==> config.mk <==
export PLATFORM = sky130hd
export DESIGN_NAME = vector_lane_splitter
export DESIGN_NICKNAME = d
export VERILOG_FILES = /design/src/rtl/vec_pkg.sv /design/src/rtl/lane_mask_gen.sv /design/src/rtl/vector_lane_splitter.sv
export SDC_FILE = /design/constraint.sdc
export NUM_CORES = 1
export LEC_CHECK = 0
export CORE_AREA = 2 2 260 262
export CTS_CLUSTER_SIZE = 25
export DETAILED_ROUTE_END_ITERATION = 12
export DIE_AREA = 0 0 262 264
export PLACE_DENSITY = 0.68
export RECOVER_POWER = 50
export SETUP_SLACK_MARGIN = 0.02
export SYNTH_ARGS = -nofsm -noshare
export SYNTH_HDL_FRONTEND = slang
export SYNTH_SLANG_ARGS = --single-unit
==> constraint.sdc <==
create_clock -name clk -period 62.6 [get_ports clk]
set_input_delay 18.78 -clock clk [delete_from_list [all_inputs] [get_ports clk]]
set_output_delay 18.78 -clock clk [all_outputs]
set_load 0.05 [all_outputs]
==> src/rtl/vec_pkg.sv <==
// vec_pkg: shared constants and types for the 4-lane vector datapath.
//   Geometry (LANES, ELEM_W, VLEN, VEC_W), splitter FSM state encoding,
//   opcode tags shared with decode, and the element-count clamp helper.
package vec_pkg;

    localparam int unsigned LANES  = 4;
    localparam int unsigned ELEM_W = 16;
    localparam int unsigned VLEN   = 16;
    localparam int unsigned VEC_W  = VLEN * ELEM_W;   // 256
    localparam int unsigned LANE_W = LANES * ELEM_W;  // 64
    localparam int unsigned LEN_W  = 5;
    localparam int unsigned BEAT_W = 2;
    localparam int unsigned TAG_W  = 4;
    localparam int unsigned IDX_W  = 4;

    typedef enum logic {
        StIdle  = 1'b0,
        StIssue = 1'b1
    } state_e;

    // Opcode tags, passed through unchanged by the splitter.
    localparam logic [TAG_W-1:0] OpVAdd = 4'h0;
    localparam logic [TAG_W-1:0] OpVSub = 4'h1;
    localparam logic [TAG_W-1:0] OpVMul = 4'h2;
    localparam logic [TAG_W-1:0] OpVMac = 4'h3;
    localparam logic [TAG_W-1:0] OpVAnd = 4'h4;
    localparam logic [TAG_W-1:0] OpVOr  = 4'h5;
    localparam logic [TAG_W-1:0] OpVXor = 4'h6;
    localparam logic [TAG_W-1:0] OpVMov = 4'h7;

    // Element counts above VLEN saturate to a full register.
    function automatic logic [LEN_W-1:0] clamp_len(input logic [LEN_W-1:0] len);
        return (len > LEN_W'(VLEN)) ? LEN_W'(VLEN) : len;
    endfunction

endpackage

==> src/rtl/lane_mask_gen.sv <==
// lane_mask_gen: combinational lane-valid mask and last-beat flag for one beat.
//   beat       in  2  beat number within the operation
//   len_eff    in  5  clamped element count, 0..16
//   scalar     in  1  scalar op: single beat, lane 0 only
//   lane_valid out 4  bit k set when lane k carries a real element
//   last       out 1  this beat is the final one of the operation
module lane_mask_gen
    import vec_pkg::*;
(
    input  logic [BEAT_W-1:0] beat,
    input  logic [LEN_W-1:0]  len_eff,
    input  logic              scalar,
    output logic [LANES-1:0]  lane_valid,
    output logic              last
);

    logic [2:0] nbeats;

    always_comb begin
        lane_valid = '0;
        nbeats     = 3'd1;
        if (scalar) begin
            lane_valid[0] = 1'b1;
        end else begin
            for (int k = 0; k < LANES; k++) begin
                lane_valid[k] = (LEN_W'({1'b0, beat, 2'b00}) + LEN_W'(k)) < len_eff;
            end
            // len 0 still issues one empty beat so the op retires.
            if (len_eff != '0) begin
                nbeats = 3'((len_eff + LEN_W'(3)) >> 2);
            end
        end
        last = ({1'b0, beat} == (nbeats - 3'd1));
    end

endmodule

==> src/rtl/vector_lane_splitter.sv <==
// vector_lane_splitter: issues one vector op to the four exec lanes as
// ceil(len/4) beats of four 16-bit elements; scalar ops go as one beat on lane 0.
// Optional build macro: VSPLIT_BYPASS_EN (beat 0 presented combinationally from
// the input when idle; default build registers everything, latency 1).
//   clk, rst        clock, asynchronous active-high reset
//   in_valid/ready  upstream handshake; in_ready low while beats remain
//   in_scalar       scalar op flag
//   in_tag          opcode tag, copied to every beat
//   in_len          element count 0..31, clamped to 16
//   in_vec_a/x      256-bit operands, element i at [16i+15:16i]
//   out_valid/ready lane handshake (out_ready = AND of lane readies)
//   out_a/x         lane k element at [16k+15:16k], zero on invalid lanes
//   out_lane_valid  per-lane real-element mask
//   out_base_idx    element index on lane 0 (beat*4)
//   out_last        final beat of the op
//   out_tag         captured opcode tag
module vector_lane_splitter
    import vec_pkg::*;
(
    input  logic              clk,
    input  logic              rst,
    input  logic              in_valid,
    output logic              in_ready,
    input  logic              in_scalar,
    input  logic [TAG_W-1:0]  in_tag,
    input  logic [LEN_W-1:0]  in_len,
    input  logic [VEC_W-1:0]  in_vec_a,
    input  logic [VEC_W-1:0]  in_vec_x,
    output logic              out_valid,
    input  logic              out_ready,
    output logic [LANE_W-1:0] out_a,
    output logic [LANE_W-1:0] out_x,
    output logic [LANES-1:0]  out_lane_valid,
    output logic [IDX_W-1:0]  out_base_idx,
    output logic              out_last,
    output logic [TAG_W-1:0]  out_tag
);

    state_e              state_q, state_d;
    logic [BEAT_W-1:0]   beat_q, beat_d;
    logic [LEN_W-1:0]    len_q;
    logic                scalar_q;
    logic [TAG_W-1:0]    tag_q;
    logic [VEC_W-1:0]    a_q, x_q;

    logic                use_in;
    logic                bypass;
    logic [BEAT_W-1:0]   cur_beat;
    logic [LEN_W-1:0]    cur_len;
    logic                cur_scalar;
    logic [TAG_W-1:0]    cur_tag;
    logic [VEC_W-1:0]    cur_a, cur_x;
    logic [LANES-1:0]    mask;
    logic                mask_last;
    logic                hs;
    logic                accept;
    logic [IDX_W-1:0]    idx;

`ifdef VSPLIT_BYPASS_EN
    // When idle, the beat logic looks straight at the input op.
    assign use_in = (state_q == StIdle);
    assign bypass = use_in && in_valid;
`else
    assign use_in = 1'b0;
    assign bypass = 1'b0;
`endif

    assign cur_beat   = use_in ? '0 : beat_q;
    assign cur_len    = use_in ? clamp_len(in_len) : len_q;
    assign cur_scalar = use_in ? in_scalar : scalar_q;
    assign cur_tag    = use_in ? in_tag : tag_q;
    assign cur_a      = use_in ? in_vec_a : a_q;
    assign cur_x      = use_in ? in_vec_x : x_q;

    lane_mask_gen u_mask (
        .beat       (cur_beat),
        .len_eff    (cur_len),
        .scalar     (cur_scalar),
        .lane_valid (mask),
        .last       (mask_last)
    );

    assign out_valid = (state_q == StIssue) || bypass;
    assign hs        = out_valid && out_ready;
    assign accept    = in_valid && in_ready;

    // Lane data; anything not carrying a real element reads as zero.
    always_comb begin
        out_a = '0;
        out_x = '0;
        idx   = '0;
        for (int k = 0; k < LANES; k++) begin
            idx = {cur_beat, 2'(k)};
            if (out_valid && mask[k]) begin
                out_a[k*ELEM_W +: ELEM_W] = cur_a[int'(idx)*ELEM_W +: ELEM_W];
                out_x[k*ELEM_W +: ELEM_W] = cur_x[int'(idx)*ELEM_W +: ELEM_W];
            end
        end
    end

    assign out_lane_valid = out_valid ? mask : '0;
    assign out_last       = out_valid && mask_last;
    assign out_base_idx   = out_valid ? {cur_beat, 2'b00} : '0;
    assign out_tag        = out_valid ? cur_tag : '0;

    always_comb begin
        in_ready = 1'b0;
        unique case (state_q)
`ifdef VSPLIT_BYPASS_EN
            // A multi-beat op is taken even if beat 0 stalls; it is held in ISSUE.
            StIdle:  in_ready = out_ready || !mask_last;
`else
            StIdle:  in_ready = 1'b1;
`endif
            StIssue: in_ready = out_ready && mask_last;
            default: in_ready = 1'b0;
        endcase
        in_ready = in_ready && !rst;
    end

    always_comb begin
        state_d = state_q;
        beat_d  = beat_q;
        if ((state_q == StIssue) && hs) begin
            if (mask_last) begin
                state_d = StIdle;
            end else begin
                beat_d = beat_q + 2'd1;
            end
        end
        if (accept) begin
            state_d = StIssue;
            beat_d  = '0;
`ifdef VSPLIT_BYPASS_EN
            if ((state_q == StIdle) && out_ready) begin
                // Beat 0 already went out this cycle.
                if (mask_last) begin
                    state_d = StIdle;
                end else begin
                    beat_d = 2'd1;
                end
            end
`endif
        end
    end

    always_ff @(posedge clk or posedge rst) begin
        if (rst) begin
            state_q  <= StIdle;
            beat_q   <= '0;
            len_q    <= '0;
            scalar_q <= 1'b0;
            tag_q    <= '0;
            a_q      <= '0;
            x_q      <= '0;
        end else begin
            state_q <= state_d;
            beat_q  <= beat_d;
            if (accept) begin
                len_q    <= clamp_len(in_len);
                scalar_q <= in_scalar;
                tag_q    <= in_tag;
                a_q      <= in_vec_a;
                x_q      <= in_vec_x;
            end
        end
    end

endmodule

# After elaboration in Yosys (flattened, before gate mapping)
# Index checks and enable logic that the tools add are counted.
[op_classes] muxes=23 add_sub_neg=6 bitwise=1 n_reduce_logical=16 eq_ne=2 shifts=8 order_cmp=5
[ops] op="256-bit by 9-bit indexed part select with 16-bit output" n=8
[ops] op="16-bit two-way mux" n=8
[ops] op="5-bit < comparator" n=3
[ops] op="4-bit two-way mux" n=3
[ops] op="4-bit by 2-bit adder with 5-bit output (second input constant)" n=2
[ops] op="1-bit logical AND" n=10
[ops] op="3-bit two-way mux" n=3
[ops] op="2-bit two-way mux" n=3
[ops] op="4-bit by 1-bit adder with 5-bit output (second input constant)" n=1
[ops] op="5-bit by 2-bit adder with 5-bit output (second input constant)" n=1
[ops] op="5-bit greater-than comparator (second input constant)" n=1
[ops] op="4-bit by 5-bit < comparator with 1-bit output" n=1
[ops] op="5-bit two-way mux" n=1
[ops] op="5-bit nonzero test" n=1
[ops] op="1-bit two-way mux" n=4
[ops] op="2-bit AND reduction" n=2
[ops] op="2-bit nonzero test" n=2
[ops] op="2-bit by 3-bit == test with 1-bit output" n=1
[ops] op="3-bit by 1-bit subtractor with 3-bit output (second input constant)" n=1
[ops] op="2-bit by 1-bit adder with 2-bit output (second input constant)" n=1
[ops] op="2-bit by 1-bit inequality test with 1-bit output (second input constant)" n=1
[ops] op="1-bit one-hot mux with 2 select lines" n=1
[ops] op="1-bit logical NOT" n=1
[ops] op="1-bit inverter" n=1
[word_totals] register_bits=525

# Longest topological paths before layout
[depth] word_depth=11 mapped_depth=12

# By module
# Synthesis repeated with hierarchy kept, for this count alone.
[unflattened] hier_cells=1475 area_unflattened_um2=24056.8
[by_module_without_submodules] module="vector_lane_splitter" instances=1 cells_per_inst=1437 seq_area_each_um2=13137.6 area_per_inst_um2=23796.6
[by_module_without_submodules] module="lane_mask_gen" instances=1 cells_per_inst=38 seq_area_each_um2=0.0 area_per_inst_um2=260.2

# Least setup slack after synthesis
# OpenSTA, ideal clock, no wires.
[synth_timing] path_type="input -> output" startpoint="in out_ready" endpoint="out in_ready" slack_ps=24162 required_time_ps=43820 path_stages=2 arrival_ps=19658 path_cell_list="nand3_1 -> a21oi_1"
[synth_via] elab_chain_cells=3
[synth_lines] item="start, declared" line="vector_lane_splitter.sv:30" text="input logic out_ready,"
[synth_lines] item="1-bit logical AND" line="vector_lane_splitter.sv:115" text="StIssue: in_ready = out_ready && mask_last;"
[synth_lines] item="1-bit one-hot mux with 2 select lines" line="vector_lane_splitter.sv:108" text="unique case (state_q)"
[synth_lines] item="1-bit logical AND" line="vector_lane_splitter.sv:118" text="in_ready = in_ready && !rst;"
[synth_lines] item="end, declared" line="vector_lane_splitter.sv:23" text="output logic in_ready,"
# Every way passes these cells.

# Worst setup path in the final report
# Same ends and word-level chain as after synthesis.

==> flow_metrics.py <==
metrics = {
    "status": {
        "status": "finished, violations left",
        "violations": "capacitance limit, slew limit",
    },
    "floorplanning": {
        "dieArea_um2": 69200,
        "core_um2": 66600,
        "die_w_um": 262,
        "rows": 95,
        "die_h_um": 264,
        "ios": 669,
        "initial_core_util_pct": 38.8,
    },
    "route": {
        "drt_pass1_iterations": 5,
        "drc": 0,
        "drtAntennaViolNets": 0,
        "drt_iter0_drc": 749,
        "wl_per_cell_um": 23.4,
        "vias": 15378,
        "via_per_inst": 5.01,
        "wirelength_mm": 71.8,
    },
    "clock_network": {
        "clk_path_buf_depth": 3,
        "clkTransAtPathRegs_ns": 0.05,
        "ctsHoldBuffers": 0,
        "postCtsSetupRepairBufs": 0,
        "clock_sinks": 525,
        "cts-htree-levels": 2,
        "numCtsBuffers": 59,
        "tritoncts": "done",
        "cts_root_buf": "clkbuf_16",
        "cts-resized-gates": 0,
        "clkLatencyLatePin_ns": 0.60,
    },
    "timing": {
        "setup_violations": 0,
        "tightestPinTransition_ns": 5.68,
        "finalHoldViolCount": 0,
        "setup_ws_ns": 23.15,
        "finalCriticalPeriod_ns": 39.45,
        "fin_crit_sh_pct": 63.0,
        "fin_setup_tns_ns": 0,
        "drv_slew": 686,
        "clock_skew_ns": 0.0153,
        "max_freq_ghz": 0.0254,
        "rsz0062_at_grt": "no",
        "worst_slew_margin_rel_pct": -278,
    },
    "pwr": {
        "switching_share_pct": 38.0,
        "clkPwrFrac_pct": 16.6,
        "p_total_mw": 2.09,
        "leakage_nw": 14.5,
        "p_comb_share_pct": 53.4,
        "p_switching_uw": 793,
        "power_density_nw_per_um2": 60.5,
        "vdd_drop_max_uv": 36.8,
        "p_seq_share_pct": 30.0,
        "internal_power_mw": 1.29,
    },
    "setup_path": {
        "critPathLaunch": "out_ready",
        "crit_fanout": 7,
        "rr_worst_depth": 8,
        "required_ns": 43.82,
        "endpoint_kind": "output pin",
        "critPathKind": "input port to output pin",
        "critical_path.endpoint": "in_ready",
        "reg2reg_from": "beat_q[1]",
        "ff2ff_setup_slack_ns": 52.27,
        "worstReg2RegEnd": "cur_x[135]",
        "worstSetupStartpointType": "input port",
        "critPathArrivalTime_ns": 20.67,
    },
    "layout": {
        "multi_input_area_um2": 11500,
        "final_layout_size_suffix_gt1_share_pct": 30.2,
        "fillers": 5610,
        "register_area_um2": 13100,
        "nets": 2662,
        "layout_commonest_cell": "clkdlybuf4s50_1",
        "areaGrowthSynthToFinish_pct": 33.5,
        "layout_common_cells": "660 x clkdlybuf4s50_1, 524 x dfrtp_1, 376 x mux2_4",
    },
    "synthesis": {
        "synth.top_cell.area_share_pct": 50.8,
        "synth_cells": 1491,
        "synth_cell_type_count": 41,
        "ys_warn_count": 0,
        "synth.largest_area_cell": "dfrtp_1",
        "synth.cell_area_um2": 25900,
        "async_reset_ff_share_pct": 100,
        "yosysSeqAreaShare_pct": 50.8,
        "synth_flop_cell": "dfrtp_1",
        "ys_ff_latch": 525,
        "yosys-top-cells-area": "dfrtp_1 51%, mux2_4 28%, mux4_2 11%",
        "avgSynthCellArea_um2": 17.3,
        "synth_edf_count": 0,
    },
    "grt": {
        "grt_overflow": 0,
        "antenna_found_initial": 33,
        "grt_pass1_vias": 17355,
        "grt_max_degree": 140,
        "grt_first_pass_wirelength_mm": 109,
        "grt_usage_pct": 20.5,
    },
    "hold_path": {
        "hp-class": "register to register",
    },
    "placed_design": {
        "place_hpwl_mm": 50.0,
        "routabilityCongestion": 0.841,
        "numPortBuffers": 666,
        "post-place-ws_ns": 23.11,
    },
    "flow_run": {
        "drv_cap": 10,
    },
}
-- cells in the mapped netlist, types with 8 or more instances --
cell	instances
inv_1	10
buf_6	51
nand2b_1	8
and3_1	35
mux4_2	128
and2_1	38
mux2_2	42
buf_1	9
clkbuf_1	30
mux2_4	478
nor2b_1	70
buf_2	11
dfrtp_1	525
-- flip-flops by register name, summed over array words and instances, names as in the netlist --
name / count
cur_tag: 4
a_q: 256
cur_x: 256
cur_len: 5
beat_q: 2
cur_scalar: 1
out_valid: 1
-- metrics by stage --
stage / area, um^2 / util, % / cells / hold WS (ns)
floorplan: 25900 / - / 1492 / 0.474
global placement: 33000 / 49.6 / 2944 / 0.484
detailed placement: 33000 / 49.6 / 2944 / 0.488
CTS: 34900 / 52.4 / 3047 / 0.504
global route: 34500 / 51.9 / 3063 / 0.498
finish: 34500 / 51.9 / 3067 / 0.485
-- kinds of logic (layout without fill, tap and decap cells) --
| kind of cell | count (synthesis) | after routing | share of synthesized area, % |
|---|---|---|---|
| AO/OA/AOI/OAI | 20 | 20 | 0.547 |
| buffers and inverters | 118 | 800 | 3.42 |
| adder cells (fa/ha/maj) | 4 | 4 | 0.194 |
| multiplexers | 653 | 653 | 40.9 |
| AND/OR/NAND/NOR | 168 | 168 | 4.01 |
| XOR/XNOR | 2 | 2 | 0.0678 |
| other | 1 | 22 | 0.0145 |
| flip-flops | 525 | 525 | 50.8 |
-- power by group through the flow --
stage | Clock [mW] | Sequential [mW] | Combinational (mW)
final | 0.347 | 0.627 | 1.11
after global routing | 0.371 | 0.650 | 1.17
after global placement | 0 | 0.623 | 1.14
after CTS | 0.357 | 0.631 | 1.16
after detailed placement | 0 | 0.633 | 1.15
after floorplan | 0 | 0.582 | 0.888
-- critical path: stages --
cell and delay (ns):
clkdlybuf4s50_1 0.59, nand3_1 0.16, a21oi_1 0.27, clkdlybuf4s50_1 0.86
-- routing by layer --
layer / global-route usage, % / routed length [um]
met4: 7.36 / 2230
met1: 25.3 / 28700
met3: 6.94 / 6020
met5: 0 / 171
met2: 33.5 / 34700
-- worst min-delay path by stage --
stage / from / endpoint / slack (ns) / depth (start not counted)
2_1_floorplan: cur_tag[0] / cur_tag[0] / 0.47 / 1
3_5_place_dp: a_q[150] / a_q[150] / 0.49 / 1
6_report: cur_x[218] / cur_x[218] / 0.49 / 1
4_1_cts: cur_x[134] / cur_x[134] / 0.50 / 1
5_1_grt: cur_x[165] / cur_x[165] / 0.50 / 1
3_3_place_gp: cur_x[129] / cur_x[129] / 0.48 / 1
-- cell type report --
cell class                 count  share of cell area [%]
sequential                   525                    38.1
multi-input combinational    849                    33.2
timing repair buffer         687                    19.7
clock buffer                  89                    5.04
tap                          873                    3.16
clock inverter                14                   0.522
antenna                       20                   0.145
inverter                      10                   0.112
Power figures use the tool's default switching activity.
